$ cat config.mk
export PLATFORM = sky130hd
export DESIGN_NAME = pipeline_hazard_ctrl
export DESIGN_NICKNAME = d
export VERILOG_FILES = /design/src/rtl/pipeline_hazard_ctrl_pkg.sv /design/src/rtl/pipeline_hazard_ctrl_scoreboard.sv /design/src/rtl/pipeline_hazard_ctrl.sv
export SDC_FILE = /design/constraint.sdc
export NUM_CORES = 1
export LEC_CHECK = 0
export BUFFER_PORTS_ARGS = -buffer_cell sky130_fd_sc_hd__buf_4
export CORE_ASPECT_RATIO = 0.75
export CORE_MARGIN = 1.5
export CORE_UTILIZATION = 48
export DETAILED_ROUTE_END_ITERATION = 6
export PLACE_DENSITY = 0.76
export SETUP_SLACK_MARGIN = 0.4
export SLEW_MARGIN = 20
export SYNTH_ARGS = -nofsm -noshare
export SYNTH_HDL_FRONTEND = slang
export SYNTH_SLANG_ARGS = --single-unit
$ cat constraint.sdc
create_clock -name clk_i -period 2.25 [get_ports clk_i]
set_input_delay 0.45 -clock clk_i [delete_from_list [all_inputs] [get_ports clk_i]]
set_output_delay 0.45 -clock clk_i [all_outputs]
set_load 0.01 [all_outputs]
$ cat src/rtl/pipeline_hazard_ctrl_pkg.sv
// Shared types and encodings for the pipeline hazard controller: forwarding
// selects, controller FSM states and the per-stage shadow destination tag.
package pipeline_pkg;

    localparam logic [1:0] FWD_REG = 2'b00;
    localparam logic [1:0] FWD_MEM = 2'b01;
    localparam logic [1:0] FWD_WB  = 2'b10;
    localparam logic [4:0] REG_X0  = 5'd0;

    typedef enum logic {
        ST_RUN      = 1'b0,
        ST_MEM_WAIT = 1'b1
    } pipe_state_e;

    typedef struct packed {
        logic       valid;
        logic [4:0] rd;
        logic       wr_en;
        logic       is_load;
    } shadow_tag_t;

    // A producer only matters if it really writes a non-x0 register the consumer reads.
    function automatic logic tag_match(shadow_tag_t tag, logic [4:0] rs, logic uses);
        return tag.valid & tag.wr_en & (tag.rd != REG_X0) & uses & (tag.rd == rs);
    endfunction

endpackage

$ cat src/rtl/pipeline_hazard_ctrl_scoreboard.sv
// Shadow destination tags for EX/MEM/WB and the ID-source match logic against
// the EX and MEM producers.
module hazard_scoreboard
    import pipeline_pkg::*;
(
    input  logic        clk_i,
    input  logic        reset_i,
    input  logic        advance_i,
    input  logic        ex_load_i,
    input  logic [4:0]  id_rs1_i,
    input  logic [4:0]  id_rs2_i,
    input  logic        id_uses_rs1_i,
    input  logic        id_uses_rs2_i,
    input  logic [4:0]  id_rd_i,
    input  logic        id_rf_wr_en_i,
    input  logic        id_is_load_i,
    output shadow_tag_t ex_tag_o,
    output shadow_tag_t mem_tag_o,
    output shadow_tag_t wb_tag_o,
    output logic        ex_hit_rs1_o,
    output logic        ex_hit_rs2_o,
    output logic        mem_hit_rs1_o,
    output logic        mem_hit_rs2_o
);

    shadow_tag_t ex_q, ex_d, mem_q, mem_d, wb_q, wb_d;

    always_comb begin
        ex_d  = ex_q;
        mem_d = mem_q;
        wb_d  = wb_q;
        if (advance_i) begin
            wb_d  = mem_q;
            mem_d = ex_q;
            ex_d  = '0;
            if (ex_load_i) begin
                ex_d.valid   = 1'b1;
                ex_d.rd      = id_rd_i;
                ex_d.wr_en   = id_rf_wr_en_i;
                ex_d.is_load = id_is_load_i;
            end
        end
    end

    always_ff @(posedge clk_i) begin
        if (reset_i) begin
            ex_q  <= '0;
            mem_q <= '0;
            wb_q  <= '0;
        end else begin
            ex_q  <= ex_d;
            mem_q <= mem_d;
            wb_q  <= wb_d;
        end
    end

    assign ex_hit_rs1_o  = tag_match(ex_q,  id_rs1_i, id_uses_rs1_i);
    assign ex_hit_rs2_o  = tag_match(ex_q,  id_rs2_i, id_uses_rs2_i);
    assign mem_hit_rs1_o = tag_match(mem_q, id_rs1_i, id_uses_rs1_i);
    assign mem_hit_rs2_o = tag_match(mem_q, id_rs2_i, id_uses_rs2_i);

    assign ex_tag_o  = ex_q;
    assign mem_tag_o = mem_q;
    assign wb_tag_o  = wb_q;

endmodule

$ cat src/rtl/pipeline_hazard_ctrl.sv
// Stall/flush/forwarding controller for the 5-stage pipeline: memory-busy freeze
// FSM with timeout, branch flush, load-use stall, registered forwarding selects.
module pipeline_hazard_ctrl
    import pipeline_pkg::*;
#(
    parameter int MEM_TIMEOUT = 16,
    parameter int CNT_W       = 32
) (
    input  logic             clk_i,
    input  logic             reset_i,
    input  logic             id_valid_i,
    input  logic [4:0]       id_rs1_i,
    input  logic [4:0]       id_rs2_i,
    input  logic             id_uses_rs1_i,
    input  logic             id_uses_rs2_i,
    input  logic [4:0]       id_rd_i,
    input  logic             id_rf_wr_en_i,
    input  logic             id_is_load_i,
    input  logic             ex_branch_taken_i,
    input  logic             mem_req_i,
    input  logic             mem_ready_i,
    output logic             stall_if_o,
    output logic             stall_id_o,
    output logic             bubble_ex_o,
    output logic             flush_if_o,
    output logic             flush_id_o,
    output logic             freeze_o,
    output logic [1:0]       fwd_a_sel_o,
    output logic [1:0]       fwd_b_sel_o,
    output logic             mem_err_o,
    output logic [CNT_W-1:0] stall_cnt_o,
    output logic [CNT_W-1:0] flush_cnt_o,
    output logic [CNT_W-1:0] freeze_cnt_o,
    output pipe_state_e      state_o,
    output shadow_tag_t      ex_tag_o,
    output shadow_tag_t      mem_tag_o,
    output shadow_tag_t      wb_tag_o
);

    localparam int TO_W = (MEM_TIMEOUT > 1) ? $clog2(MEM_TIMEOUT) : 1;
    localparam logic [CNT_W-1:0] CNT_MAX = '1;

    pipe_state_e      state_q, state_d;
    logic [TO_W-1:0]  to_cnt_q, to_cnt_d;
    logic [1:0]       fwd_a_q, fwd_a_d, fwd_b_q, fwd_b_d;
    logic [CNT_W-1:0] stall_cnt_q, flush_cnt_q, freeze_cnt_q;
    logic             timing_out, load_use, kill_ex;
    logic             ex_hit_rs1, ex_hit_rs2, mem_hit_rs1, mem_hit_rs2;

    hazard_scoreboard u_scoreboard (
        .clk_i         (clk_i),
        .reset_i       (reset_i),
        .advance_i     (!freeze_o),
        .ex_load_i     (id_valid_i & !kill_ex),
        .id_rs1_i      (id_rs1_i),
        .id_rs2_i      (id_rs2_i),
        .id_uses_rs1_i (id_uses_rs1_i),
        .id_uses_rs2_i (id_uses_rs2_i),
        .id_rd_i       (id_rd_i),
        .id_rf_wr_en_i (id_rf_wr_en_i),
        .id_is_load_i  (id_is_load_i),
        .ex_tag_o      (ex_tag_o),
        .mem_tag_o     (mem_tag_o),
        .wb_tag_o      (wb_tag_o),
        .ex_hit_rs1_o  (ex_hit_rs1),
        .ex_hit_rs2_o  (ex_hit_rs2),
        .mem_hit_rs1_o (mem_hit_rs1),
        .mem_hit_rs2_o (mem_hit_rs2)
    );

    // Freeze is combinational so the very first busy cycle already holds the pipe.
    always_comb begin
        state_d    = state_q;
        to_cnt_d   = '0;
        timing_out = 1'b0;
        freeze_o   = 1'b0;
        case (state_q)
            ST_RUN: begin
                if (mem_req_i && !mem_ready_i) begin
                    freeze_o = 1'b1;
                    state_d  = ST_MEM_WAIT;
                end
            end
            ST_MEM_WAIT: begin
                timing_out = !mem_ready_i && (to_cnt_q == TO_W'(MEM_TIMEOUT - 1));
                if (mem_ready_i || timing_out) begin
                    state_d = ST_RUN;
                end else begin
                    freeze_o = 1'b1;
                    to_cnt_d = to_cnt_q + 1'b1;
                end
            end
            default: state_d = ST_RUN;
        endcase
    end

    assign mem_err_o = timing_out & !reset_i;
    assign load_use  = ex_tag_o.is_load & (ex_hit_rs1 | ex_hit_rs2);
    assign kill_ex   = bubble_ex_o | flush_id_o;

    always_comb begin
        stall_if_o  = 1'b0;
        stall_id_o  = 1'b0;
        bubble_ex_o = 1'b0;
        flush_if_o  = 1'b0;
        flush_id_o  = 1'b0;
        if (freeze_o) begin
            stall_if_o = 1'b1;
            stall_id_o = 1'b1;
        end else if (ex_branch_taken_i) begin
            flush_if_o = 1'b1;
            flush_id_o = 1'b1;
        end else if (load_use) begin
            stall_if_o  = 1'b1;
            stall_id_o  = 1'b1;
            bubble_ex_o = 1'b1;
        end
    end

    // An ALU result in EX beats an older one in MEM; a load in EX cannot forward yet.
    always_comb begin
        fwd_a_d = FWD_REG;
        fwd_b_d = FWD_REG;
        if (!kill_ex) begin
            if (ex_hit_rs1 && !ex_tag_o.is_load) fwd_a_d = FWD_MEM;
            else if (mem_hit_rs1)                fwd_a_d = FWD_WB;
            if (ex_hit_rs2 && !ex_tag_o.is_load) fwd_b_d = FWD_MEM;
            else if (mem_hit_rs2)                fwd_b_d = FWD_WB;
        end
    end

    always_ff @(posedge clk_i) begin
        if (reset_i) begin
            state_q      <= ST_RUN;
            to_cnt_q     <= '0;
            fwd_a_q      <= FWD_REG;
            fwd_b_q      <= FWD_REG;
            stall_cnt_q  <= '0;
            flush_cnt_q  <= '0;
            freeze_cnt_q <= '0;
        end else begin
            state_q  <= state_d;
            to_cnt_q <= to_cnt_d;
            if (!freeze_o) begin
                fwd_a_q <= fwd_a_d;
                fwd_b_q <= fwd_b_d;
            end
            if (bubble_ex_o && stall_cnt_q != CNT_MAX)  stall_cnt_q  <= stall_cnt_q + 1'b1;
            if (flush_id_o && flush_cnt_q != CNT_MAX)   flush_cnt_q  <= flush_cnt_q + 1'b1;
            if (freeze_o && freeze_cnt_q != CNT_MAX)    freeze_cnt_q <= freeze_cnt_q + 1'b1;
        end
    end

    assign fwd_a_sel_o  = fwd_a_q;
    assign fwd_b_sel_o  = fwd_b_q;
    assign stall_cnt_o  = stall_cnt_q;
    assign flush_cnt_o  = flush_cnt_q;
    assign freeze_cnt_o = freeze_cnt_q;
    assign state_o      = state_q;

endmodule

-- After elaboration in Yosys (flattened, before gate mapping)
Index checks and enable logic that the tools add are counted.
- add/sub/neg operators: 4
- equality and inequality tests: 8
- multiplexer cells: 17
- bitwise operators: 18
- reductions and logical operators: 15
- operator list (operator ; number):
    32-bit by 1-bit adder with 32-bit output, second input constant ; 3
    32-bit inequality test, second input constant ; 3
    5-bit == test ; 4
    1-bit bitwise AND ; 15
    2-bit 2-to-1 mux ; 6
    5-bit nonzero test ; 2
    1-bit 2-to-1 mux ; 9
    8-bit 2-to-1 mux ; 1
    1-bit logical AND ; 7
    4-bit by 1-bit adder with 4-bit output, second input constant ; 1
    4-bit == test, second input constant ; 1
    1-bit logical NOT ; 4
    3-bit OR reduction ; 1
    1-bit OR ; 2
    1-bit one-hot mux with 2 select lines ; 1
    1-bit logical OR ; 1
    1-bit NOT ; 1
- register bits after elaboration: 129
- logic and storage cells: 81

-- Depth between registers and ports, before layout
- word-level depth: 13
- gate-level depth with buffers: 10
- mapped depth without buffers: 8

-- By module
A second synthesis with hierarchy kept.
- cells, all modules: 751
- area total of the unflattened synthesis: 6351.1 µm²
- by module, submodules not included (module ; instances ; cells an instance ; area an instance (µm²) ; seq. area each (µm²)):
    pipeline_hazard_ctrl ; 1 ; 636 ; 5252.5 ; 2102.0
    hazard_scoreboard ; 1 ; 115 ; 1098.6 ; 480.5

-- Worst setup path before layout
Ideal clock, no wire load.
- path kind: register -> output
- start point: register to_cnt_q[0]
- end point: output port stall_if_o
- arrival: 1858 ps
- data required time: 1800 ps
- slack: -58 ps
- cell stages (with the launch flop): 9
- buffers on the path: 4
- path through: dfxtp_1 ha_1 and4_1 or2_1 buf_4 clkbuf_1 clkbuf_1 nand2_1 buf_4
- word-level cells in the longest chain between the ends: 6
- ends and longest elaborated chain (element ; RTL line ; text):
    start, declared ; pipeline_hazard_ctrl.sv:44 ; logic [TO_W-1:0] to_cnt_q, to_cnt_d;
    start signal, assigned ; pipeline_hazard_ctrl.sv:143 ; to_cnt_q <= to_cnt_d;
    4-bit == test ; pipeline_hazard_ctrl.sv:85 ; timing_out = !mem_ready_i && (to_cnt_q == TO_W'(MEM_TIMEOUT - 1));
    1-bit logical AND ; pipeline_hazard_ctrl.sv:85 ;
    1-bit logical OR ; pipeline_hazard_ctrl.sv:86 ; if (mem_ready_i || timing_out) begin
    1-bit 2-to-1 mux ; pipeline_hazard_ctrl.sv:86 ;
    1-bit one-hot mux with 2 select lines ; pipeline_hazard_ctrl.sv:77 ; case (state_q)
    1-bit 2-to-1 mux ; -- ;
    end, declared ; pipeline_hazard_ctrl.sv:22 ; output logic stall_if_o,
No other way between the ends.

-- Final worst setup path
- start point: register u_scoreboard.ex_q (netlist bit u_scoreboard.ex_tag_o[3])
- end point: output port bubble_ex_o
- word-level cells in the longest chain between the ends: 9
- ends and longest elaborated chain (element ; RTL line ; text):
    start, declared ; pipeline_hazard_ctrl_scoreboard.sv:26 ; shadow_tag_t ex_q, ex_d, mem_q, mem_d, wb_q, wb_d;
    start signal, assigned ; pipeline_hazard_ctrl_scoreboard.sv:47 ; ex_q <= '0;
    start signal, assigned ; pipeline_hazard_ctrl_scoreboard.sv:51 ; ex_q <= ex_d;
    5-bit nonzero test ; pipeline_hazard_ctrl_pkg.sv:24 ; return tag.valid & tag.wr_en & (tag.rd != REG_X0) & uses & (tag.rd == rs);
    1-bit bitwise AND (3 in a row) ; pipeline_hazard_ctrl_pkg.sv:24 ;
    1-bit OR (*) ; pipeline_hazard_ctrl.sv:98 ; assign load_use = ex_tag_o.is_load & (ex_hit_rs1 | ex_hit_rs2);
    1-bit bitwise AND (*) ; pipeline_hazard_ctrl.sv:98 ;
    1-bit 2-to-1 mux (*) ; pipeline_hazard_ctrl.sv:113 ; end else if (load_use) begin
    1-bit 2-to-1 mux (*) ; pipeline_hazard_ctrl.sv:110 ; end else if (ex_branch_taken_i) begin
    1-bit 2-to-1 mux (*) ; pipeline_hazard_ctrl.sv:107 ; if (freeze_o) begin
    end, declared ; pipeline_hazard_ctrl.sv:24 ; output logic bubble_ex_o,
Every way passes the cells marked *; elsewhere a longest branch is shown, timed or not.

==> impl_metrics.py <==
metrics = {
    "sta": {
        "drv_slew": 0,
        "post-route-period-util_pct": 111,
        "setup_violations": 27,
        "tightest_slew_ns": 0.576,
        "min_period_ns": 2.49,
        "rsz0062_at_grt": "yes",
        "clock_skew_ns": 0.0134,
        "hold_viol_final": 0,
        "setup_ws_ns": -0.236,
        "max_slew_margin_pct": 61.6,
        "clock.fmax_mhz": 402,
    },
    "yosys": {
        "synth_cell_types": 61,
        "synth_edf_count": 0,
        "netlist_top_cells_count": "dfxtp_1, nor2_1, nand2_1, xor2_1, a21oi_1",
        "synth-seq-cells": 129,
        "synth.yosys.seq_area_share_pct": 41.7,
        "synth_area_leaders": "dfxtp_1, xor2_1, nor2_1",
        "synth_fp_nets": 755,
        "synth_flop_cell": "dfxtp_1",
        "async_flop_share_pct": 0,
        "yosysMostFrequentCell": "dfxtp_1",
        "postSynthAreaPerCell_um2": 8.52,
        "synth_top_cell_area_share_pct": 41.7,
        "yosysTopAreaCell": "dfxtp_1",
        "synthesis.area_um2": 6190,
        "synth_cells": 726,
        "yosys_warnings": 0,
    },
    "run_status": {
        "violations": "setup timing",
        "outcome": "complete, but fails checks",
    },
    "global_route": {
        "grt_antenna_before_repair": 0,
        "grt_overflow": 0,
        "grt_pass1_vias": 6464,
        "grt_first_pass_wirelength_um": 32100,
        "grt_max_degree": 123,
        "track_usage_pct": 29.4,
    },
    "setup_path": {
        "cp-start-kind": "flop",
        "path_max_fanout": 4,
        "arrival_ns": 2.04,
        "rr_worst_depth": 11,
        "worst_setup_path_end_kind": "primary output",
        "critical_path_required_ns": 1.80,
        "critPathKind": "reg -> out",
    },
    "clocking": {
        "cts_buffers": 17,
        "clock_latency_ns": 0.42,
        "clkTransAtPathRegs_ns": 0.06,
        "postCtsHoldBufs": 0,
        "clock-sinks": 129,
        "cts_max_level": 4,
        "cts-root-buf": "clkbuf_16",
        "cts_tree": "yes",
        "clock_path_buffers": 2,
    },
    "placed_design": {
        "portBuffers": 156,
        "hpwl_um": 12400,
        "place.gp.congestion": 0.896,
        "placed_cells": 1050,
    },
    "floorplan": {
        "die_w_um": 134,
        "initial_core_util_pct": 49.8,
        "die_y_um": 101,
        "pin_count": 157,
        "dieArea_um2": 13600,
        "num_rows": 35,
        "coreArea_um2": 12400,
    },
    "final_layout": {
        "n_fill_cell": 726,
        "fin_util_pct": 81.7,
        "syn_to_final_growth_pct": 64.2,
        "num_antenna_cells": 0,
        "drive_gt1_share_pct": 50.8,
        "fin_cells": 1169,
        "seqCellArea_um2": 2710,
        "nets": 1020,
        "multi_input_area_um2": 4240,
    },
    "power_and_ir_drop": {
        "leakagePower_nw": 4.04,
        "vdd.ir_drop.worst_v": 0.000600,
        "power.density_nw_per_um2": 522,
    },
    "min_path": {
        "min_path_type": "in -> reg",
        "whs_path_depth": 2,
    },
    "routing": {
        "first_iter_violations": 550,
        "drt_wl_total_um": 23300,
        "vias": 7022,
        "wire_per_inst_um": 20.0,
        "dr.pass1.iters": 5,
        "drc": 0,
        "ant_nets": 0,
        "vias_per_cell": 6.01,
    },
    "job": {
        "drv_cap": 0,
    },
}
## critical path, cell delays in order (launching register included)
cell       delay [ns]
dfxtp_4          0.36
or4_4            0.55
o2111ai_4        0.29
nor3_4           0.08
o21ai_4          0.09
buf_6            0.12
inv_2            0.03
buf_6            0.10
## per-layer routing
layer | GRT usage, % | wire (um) | up-vias
li1 | - | - | 3151
met4 | 9.02 | 600 | 0
met1 | 37.1 | 9620 | 3447
met3 | 8.81 | 1960 | 60
met5 | 0 | 0 | -
met2 | 49.0 | 11200 | 364
## where the power goes
part           internal [W]  leakage [nW]  total, W  switching, W
clock               0.00156         0.257   0.00260       0.00104
sequential          0.00228          1.08   0.00231     0.0000269
combinational      0.000191          2.70  0.000389      0.000198
total               0.00403          4.04   0.00530       0.00127
## cell type report
type                    count  area share, %
clock buffers              21           4.53
clock inverters            10          0.862
inverters                  11          0.530
multi-input cells         554           41.7
flip-flops and latches    129           26.7
well taps                 166           2.04
repair buffers            278           23.7
## worst paths after layout
path	startpoint	end	slack, ns
min reg2reg	u_scoreboard.wb_tag_o[3]	u_scoreboard.wb_tag_o[3]	0.46
max	u_scoreboard.ex_tag_o[3]	bubble_ex_o	-0.24
max reg2reg	u_scoreboard.ex_tag_o[3]	stall_cnt_o[25]	-0.14
min	id_is_load_i	u_scoreboard.ex_tag_o[0]	0.26
## kinds of logic (layout without fill, tap and decap cells)
group / count (synthesis) / after routing / share of synthesized area, %
simple gates: 352 / 353 / 30.1
flops: 129 / 129 / 41.7
compound gates: 110 / 110 / 11.3
xor+xnor: 80 / 80 / 11.3
buf+inv: 44 / 320 / 3.48
mux: 7 / 7 / 1.23
fa+ha+maj: 4 / 4 / 0.809
## what timing repair did
action / in CTS / in global routing
pin swaps: 63 / 96
gates resized for setup: 123 / 131
setup buffers: 38 / 44
gates cloned: 3 / 3
endpoints found under the setup margin: 97 / 101
## per-stage QoR
stage / hold WS [ns] / setup slack [ns] / total power [W] / setup TNS, ns / area, um2
detailed placement: 0.436 / -0.0619 / 0.00263 / -0.311 / 7850
finish: 0.256 / -0.236 / 0.00530 / -1.90 / 10200
global route: 0.254 / -0.322 / 0.00544 / -5.35 / 10200
CTS: 0.261 / -0.207 / 0.00521 / -0.609 / 9230
floorplan: 0.420 / 0.242 / 0.00251 / 0 / 6400
global placement: 0.425 / -0.0444 / 0.00262 / -0.146 / 7850
## flip-flops by register name, summed over array words and instances (netlist names)
| signal | cells |
|---|---|
| fwd_a_sel_o | 2 |
| stall_cnt_o | 32 |
| u_scoreboard.wb_tag_o | 8 |
| freeze_cnt_o | 32 |
| to_cnt_q | 4 |
| u_scoreboard.mem_tag_o | 8 |
| state_o | 1 |
| flush_cnt_o | 32 |
| u_scoreboard.ex_tag_o | 8 |
| fwd_b_sel_o | 2 |
## cell usage in the layout, fill, tap and decap left out, types with 6 or more instances in the layout
cell type and instances:
a21oi_1 38, a21oi_2 11, a22o_1 9, and3_1 8, and4_1 8, and4_4 8, buf_12 6, buf_4 225
buf_6 41, clkbuf_16 20, dfxtp_1 68, dfxtp_2 41, dfxtp_4 20, inv_1 8, nand2_1 58, nand2_2 6
nand3_1 24, nand3_2 12, nand3_4 7, nand4_1 36, nor2_1 81, nor2_4 6, nor3_1 7, nor3_2 6
nor4_1 6, nor4_4 7, o21ai_0 14, o21ai_1 7, or3_1 18, or3_4 8, or4_4 8, xnor2_1 21
xor2_1 53
Power figures use the tool's default switching activity.
